===== src/rtl/ps2_keyboard_pkg.sv =====
// Shared scancode constants, decoder state encoding and frame check for the PS/2 keyboard receiver.
package ps2_keyboard_pkg;

    localparam logic [7:0] SC_BREAK = 8'hF0;
    localparam logic [7:0] SC_EXT   = 8'hE0;
    localparam logic [3:0] LAST_BIT = 4'd10;

    typedef enum logic {
        S_MAKE  = 1'b0,
        S_BREAK = 1'b1
    } dec_state_t;

    // Frame layout: [0] start, [8:1] data LSB first, [9] odd parity, [10] stop.
    function automatic logic frame_ok(input logic [10:0] frame);
        return (frame[0] == 1'b0) && (frame[10] == 1'b1) && (^frame[9:1]);
    endfunction

endpackage


===== src/rtl/ps2_fifo.sv =====
// Synchronous received-byte FIFO; a push while full succeeds only when a pop frees a slot that cycle.
module ps2_fifo #(
    parameter int DEPTH  = 8,
    parameter int DATA_W = 8
) (
    input  logic              clk,
    input  logic              rst,
    input  logic              push,
    input  logic              pop,
    input  logic [DATA_W-1:0] wr_data,
    output logic [DATA_W-1:0] rd_data,
    output logic              full,
    output logic              empty
);

    localparam int AW = $clog2(DEPTH);

    logic [DATA_W-1:0] mem [DEPTH];
    logic [AW:0]       wr_ptr;
    logic [AW:0]       rd_ptr;
    logic              do_push;
    logic              do_pop;

    assign empty   = (wr_ptr == rd_ptr);
    assign full    = (wr_ptr[AW] != rd_ptr[AW]) && (wr_ptr[AW-1:0] == rd_ptr[AW-1:0]);
    assign do_pop  = pop && !empty;
    assign do_push = push && (!full || do_pop);
    assign rd_data = mem[rd_ptr[AW-1:0]];

    always_ff @(posedge clk or posedge rst) begin
        if (rst) begin
            wr_ptr <= '0;
            rd_ptr <= '0;
        end else begin
            if (do_push) wr_ptr <= wr_ptr + 1'b1;
            if (do_pop)  rd_ptr <= rd_ptr + 1'b1;
        end
    end

    // Storage carries data only, so it is left out of reset.
    always_ff @(posedge clk) begin
        if (do_push) mem[wr_ptr[AW-1:0]] <= wr_data;
    end

endmodule


===== src/rtl/ps2_keyboard.sv =====
// PS/2 keyboard receiver: synchronizes the raw bus, frames and checks bytes, buffers them and decodes make/break.
module ps2_keyboard
    import ps2_keyboard_pkg::*;
#(
    parameter int FIFO_DEPTH  = 8,
    parameter int TIMEOUT_CYC = 50000
) (
    input  logic       clk,
    input  logic       rst,
    input  logic       ps2_clk,
    input  logic       ps2_data,
    output logic [7:0] key_code,
    output logic       key_valid,
    output logic [7:0] press_cnt,
    output logic       frame_err,
    output logic       overflow
);

    localparam int TW = $clog2(TIMEOUT_CYC + 1);
    localparam logic [TW-1:0] TIMER_MAX = TW'(TIMEOUT_CYC - 1);

    logic [2:0]    clk_sync;
    logic [2:0]    data_sync;
    logic          fall_p0;
    logic [3:0]    bit_cnt;
    logic [TW-1:0] timer;
    logic [10:0]   frame_sr_p0;
    logic          frame_vld_p1;
    logic          push;
    logic          pop;
    logic          fifo_full;
    logic          fifo_empty;
    logic [7:0]    rd_byte;
    dec_state_t    state;

    // Stage p0: synchronizers and falling-edge detect on the PS/2 clock.
    always_ff @(posedge clk or posedge rst) begin
        if (rst) begin
            clk_sync  <= 3'b111;
            data_sync <= 3'b111;
        end else begin
            clk_sync  <= {clk_sync[1:0], ps2_clk};
            data_sync <= {data_sync[1:0], ps2_data};
        end
    end

    assign fall_p0 = clk_sync[2] && !clk_sync[1];

    always_ff @(posedge clk or posedge rst) begin
        if (rst) begin
            bit_cnt      <= '0;
            timer        <= '0;
            frame_vld_p1 <= 1'b0;
        end else begin
            frame_vld_p1 <= 1'b0;
            if (fall_p0) begin
                timer <= '0;
                if (bit_cnt == LAST_BIT) begin
                    bit_cnt      <= '0;
                    frame_vld_p1 <= 1'b1;
                end else begin
                    bit_cnt <= bit_cnt + 4'd1;
                end
            end else if (bit_cnt != 4'd0) begin
                // A stalled partial frame is abandoned so the next start bit realigns.
                if (timer == TIMER_MAX) begin
                    bit_cnt <= '0;
                    timer   <= '0;
                end else begin
                    timer <= timer + 1'b1;
                end
            end else begin
                timer <= '0;
            end
        end
    end

    always_ff @(posedge clk) begin
        if (fall_p0) frame_sr_p0 <= {data_sync[2], frame_sr_p0[10:1]};
    end

    // Stage p1: frame check, FIFO push and error/overflow flags.
    assign push = frame_vld_p1 && frame_ok(frame_sr_p0);
    assign pop  = !fifo_empty;

    always_ff @(posedge clk or posedge rst) begin
        if (rst) begin
            frame_err <= 1'b0;
            overflow  <= 1'b0;
        end else begin
            frame_err <= frame_vld_p1 && !frame_ok(frame_sr_p0);
            if (push && fifo_full && !pop) overflow <= 1'b1;
        end
    end

    ps2_fifo #(
        .DEPTH  (FIFO_DEPTH),
        .DATA_W (8)
    ) u_fifo (
        .clk     (clk),
        .rst     (rst),
        .push    (push),
        .pop     (pop),
        .wr_data (frame_sr_p0[8:1]),
        .rd_data (rd_byte),
        .full    (fifo_full),
        .empty   (fifo_empty)
    );

    // Stage p2: make/break decoder fed by one popped byte per cycle.
    always_ff @(posedge clk or posedge rst) begin
        if (rst) begin
            state     <= S_MAKE;
            key_code  <= 8'h00;
            key_valid <= 1'b0;
            press_cnt <= 8'h00;
        end else if (pop) begin
            case (state)
                S_MAKE: begin
                    if (rd_byte == SC_BREAK) begin
                        state <= S_BREAK;
                    end else if (rd_byte != SC_EXT) begin
                        if (!key_valid || rd_byte != key_code) press_cnt <= press_cnt + 8'd1;
                        key_code  <= rd_byte;
                        key_valid <= 1'b1;
                    end
                end
                S_BREAK: begin
                    if (rd_byte == key_code) begin
                        key_code  <= 8'h00;
                        key_valid <= 1'b0;
                    end
                    state <= S_MAKE;
                end
                default: state <= S_MAKE;
            endcase
        end
    end

endmodule

===== config.mk =====
export PLATFORM = sky130hd
export DESIGN_NAME = ps2_keyboard
export DESIGN_NICKNAME = d
export VERILOG_FILES = /design/src/rtl/ps2_keyboard_pkg.sv /design/src/rtl/ps2_fifo.sv /design/src/rtl/ps2_keyboard.sv
export SDC_FILE = /design/constraint.sdc
export NUM_CORES = 1
export LEC_CHECK = 0
export ABC_CLOCK_PERIOD_IN_PS = 3100
export CAP_MARGIN = 20
export CORE_MARGIN = 2
export CORE_UTILIZATION = 25
export DETAILED_ROUTE_END_ITERATION = 8
export PLACE_DENSITY_LB_ADDON = 0.2
export SYNTH_ARGS = -nofsm -noshare
export SYNTH_HDL_FRONTEND = slang
export SYNTH_SLANG_ARGS = --single-unit

===== constraint.sdc =====
create_clock -name clk -period 3.1 [get_ports clk]
set_clock_uncertainty 0.15 [all_clocks]
set_input_delay 0.31 -clock clk [delete_from_list [all_inputs] [get_ports clk]]
set_output_delay 0.31 -clock clk [all_outputs]
set_load 0.1 [all_outputs]

==> results.md <==
Cells and area:
- The final layout net count is 454.
- For this run, the share of the core covered by cells in the final layout is 31.49%.
- The number of antenna diodes is 0.
- The ratio of cells with drive above 1 in the final layout is 20.39%.
- The layout overhead on the synthesized area is 23.33%.
- The area occupied by multi-input gates is 1814 um^2.
- Counting the fill cells in the layout gives around 2200.
- The area of all placed cells without fillers is a little under 7000 um^2.
- Summing all flip-flop and latch instances after layout gives 3636 um^2.

Power and ir drop:
- The cell-internal power is 4.224 mW.
- In this run, the combinational gates consume approximately a third of the power.
- The power per standard cell area is 973.7 nW/um^2.
- The analysis attributes to net switching a power of 2.487 mW.
- The leakage dissipation is 2.734 nW.
- Across the VDD grid, the largest voltage drop is 389.3 uV.
- The switching portion of total power is between 30% and 40%.
- Sequential cells account for 32.0% of the total power.
- The portion of total power attributed to the clock network is 33.0%.

Logic synthesis:
- After synthesis, the cell types taking the most area are sky130_fd_sc_hd__edfxtp_1, sky130_fd_sc_hd__dfrtp_1, sky130_fd_sc_hd__xor2_1, sky130_fd_sc_hd__mux2i_1, sky130_fd_sc_hd__dfstp_2.
- Synthesis inferred 130 register bits.
- The cell count after synthesis came out at around 390.
- The net count of the mapped netlist is 402.
- The biggest area contributor in the post-synthesis netlist is sky130_fd_sc_hd__edfxtp_1.
- During synthesis, Yosys emitted a total of 0 warnings.
- After synthesis, the largest area contributor takes up 40.30% of total cell area.
- The most common cell in the netlist is sky130_fd_sc_hd__edfxtp_1.
- Yosys mapped a number of flops with a built-in enable equal to 75.
- The synthesized netlist contains 53 unique library cells.
- After synthesis, the most frequently instantiated cells are sky130_fd_sc_hd__edfxtp_1, sky130_fd_sc_hd__dfrtp_1, sky130_fd_sc_hd__nor2_1.
- The sequential element share of the synthesized area is 65.05%.
- The post-synthesis async set-or-reset flop share is 42.31%.
- The mapped cell area is around 5600 um^2.
- Averaged over all synthesized cells, the footprint is approximately 14 um^2.
- Among all flip-flop cells after synthesis, the most frequent one is sky130_fd_sc_hd__edfxtp_1.

Timing:
- The count of endpoints failing setup in the final report is 0.
- Of the available clock period, the critical path in the final layout requires 91.18%.
- After layout, the worst setup slack is 0.2734 ns.
- The final critical delay including setup and external delays is 2.827 ns.
- Headroom to the max-slew limit came out at 60.17%.
- Setup total negative slack on the finished layout was measured at 0 ns.
- The worst hold-check slack is 0.1335 ns.
- The number of hold violations in the final report is 0.
- The number of slew-limit violations in the final report was 0.
- The maximum operating frequency is between 0.3 and 0.4 GHz.
- For the pin with the worst max-slew slack, the measured transition is between 0.5 and 0.6 ns.
- Setup repair after global routing left no endpoint under its margin.

Placed design:
- The worst setup slack after placement is 0.2697 ns.
- During placement, the flow inserted port buffers numbering 22.
- Summing all placed instances gives a cell area of 6236 um^2.
- After legalization and detailed placement, the total HPWL measured 7.858 mm.
- At the end of routability-driven placement, the weighted congestion stood at 0.7325.

Clock network:
- TritonCTS built the clock tree.
- The number of sinks handled by clock tree synthesis is 130.
- The total setup buffers inserted after CTS is 0.
- The clock edge transition at the registers on the reported setup and hold paths is 0.06 ns.
- In this run, CTS created clock tree buffers numbering 17.
- The clock tree root buffer cell is sky130_fd_sc_hd__clkbuf_16.
- The number of buffers added to fix hold violations after cts is 0.
- The insertion delay to the later sink of the worst-skew pair is around 0.42 ns.
- The clock passes through at most 2 buffers.
- In this run, post-CTS repair resized a total of 0 instances.
- The count of H-tree levels built during CTS is 4.

GRT:
- The via count of the first global-routing pass is about 3400.
- The initial antenna violation count is 0.
- The wire length of the first global-routing pass is between 15 and 20 mm.
- The leftover overflow at the end of global routing is 0.
- Entering global routing, the biggest net connects 30 pins.
- In the global route stage, overall resource usage came out at 10.44%.

Setup path:
- The critical path in this run is classified as reg -> reg.
- Of all nets on the critical path, the largest fanout is 19.
- The critical path launch point type is a register.
- At the worst endpoint, the required time is 3.29 ns.
- The worst setup path is captured at a register.
- The worst endpoint data arrival time is approximately 3 ns.

Routing:
- For this run, design rule violations remaining after detail routing come to 0.
- Summed over all layers, the routed wires come to roughly 11 mm.
- The detailed-route vias per instance is 4.406.
- Before antenna repair, the detailed router went through 4 iterations.
- The post-route antenna net violation count is 0.
- The detailed router finished its first iteration with 187 violations.
- The via count of the routed design is between 3000 and 4000.
- Dividing the detail-routed wire length by the instance count gives 15.62 um.

Die:
- For this configuration, the core starts out at a cell density of 25.53%.
- In this run the vertical extent of the chip is 153.5 um.
- The floorplan has 54 rows.
- During I/O placement, the number of pins put on the boundary was 23.
- The core area is 21890 um^2.
- The overall die area is 23570 um^2.
- In this run the horizontal extent of the chip is around 150 um.

Flow run:
- The number of max-cap violations is 0.

Status:
- The flow ran to the end, and the final reports show no timing, DRC or antenna violations.

Worst hold path:
- In this run the worst hold path is classified as in -> async.
[worst paths after layout]
check                      slack (ns)            to  cells past startpoint        startpoint
setup reg to reg                 0.27  press_cnt[7]                      8  u_fifo.rd_ptr[0]
max in group asynchronous        2.09   key_code[2]                      3               rst
setup / recovery                 0.27  press_cnt[7]                      8  u_fifo.rd_ptr[0]
hold reg to reg                  0.20  data_sync[2]                      0      data_sync[1]
hold / removal                   0.13      timer[2]                      2               rst
min in group clk                 0.15  data_sync[0]                      1          ps2_data
[per-layer routing]
metal	track usage (%)	share of wire, %	up-vias	routed length (um)
li1	-	-	1544	-
met1	13.83	48	1625	5499
met2	16.40	47	63	5406
met3	3.044	3.9	11	450
met4	3.626	1.2	0	140
met5	0	0	-	0
[flip-flops by register name, indices dropped and copies added (netlist names)]
| register | cells |
|---|---|
| u_fifo.mem | 64 |
| overflow | 1 |
| frame_vld_p1 | 1 |
| key_code | 8 |
| u_fifo.wr_ptr | 4 |
| frame_err | 1 |
| clk_sync | 3 |
| timer | 16 |
| bit_cnt | 4 |
| frame_sr_p0 | 11 |
| state | 1 |
| press_cnt | 8 |
| u_fifo.rd_ptr | 4 |
| data_sync | 3 |
| key_valid | 1 |
[final cells by class]
type,instances,share of cell area (%)
clock buffers,17,6.172
well taps,280,5.083
inverters,14,0.7624
repair buffers,45,5.555
multi-input cells,235,26.32
clock inverters,15,3.358
flip-flops and latches,130,52.75
[cells by family after synthesis]
kind of cell | after synthesis | synth area share (%)
xor+xnor | 42 | 6.828
compound gates | 48 | 5.709
simple gates | 106 | 10.12
buf+inv | 26 | 2.485
mux | 32 | 8.238
flops | 130 | 65.05
fa+ha+maj | 7 | 1.567
[per-stage QoR]
step | std cells | power (mW)
global route | 736 | 7.060
global placement | 704 | 4.541
detailed placement | 704 | 4.553
finish | 736 | 6.711
CTS | 736 | 6.794
floorplan | 391 | 4.021
[power groups by stage]
stage / logic (mW) / clock network, mW / registers (mW)
after floorplan: 1.19 / 0 / 2.83
after global placement: 2.36 / 0 / 2.18
after detailed placement: 2.37 / 0 / 2.19
after CTS: 2.37 / 2.27 / 2.15
after global routing: 2.53 / 2.35 / 2.18
final: 2.35 / 2.21 / 2.15
[placed cells by master (no fill, tap or decap), types with 8 or more instances in the layout]
cell type / instances
sky130_fd_sc_hd__inv_1: 13
sky130_fd_sc_hd__xnor2_1: 17
sky130_fd_sc_hd__mux2i_1: 19
sky130_fd_sc_hd__clkbuf_16: 17
sky130_fd_sc_hd__xor2_1: 24
sky130_fd_sc_hd__dfrtp_1: 49
sky130_fd_sc_hd__a21oi_1: 8
sky130_fd_sc_hd__nand2_1: 14
sky130_fd_sc_hd__edfxtp_1: 75
sky130_fd_sc_hd__and3_1: 9
sky130_fd_sc_hd__buf_4: 39
sky130_fd_sc_hd__nor2_1: 31
sky130_fd_sc_hd__nand3_1: 15
sky130_fd_sc_hd__o21ai_1: 8
[worst max-delay path: stages (launching register included)]
cell and delay (ns):
sky130_fd_sc_hd__dfrtp_1 0.38, sky130_fd_sc_hd__buf_12 0.19, sky130_fd_sc_hd__mux4_1 0.61, sky130_fd_sc_hd__mux2i_4 0.20, sky130_fd_sc_hd__o21ba_1 0.19, sky130_fd_sc_hd__a31o_1 0.23
sky130_fd_sc_hd__or4_4 0.52, sky130_fd_sc_hd__a21oi_2 0.12, sky130_fd_sc_hd__xor2_1 0.14
(Power assumes the default switching activity.)
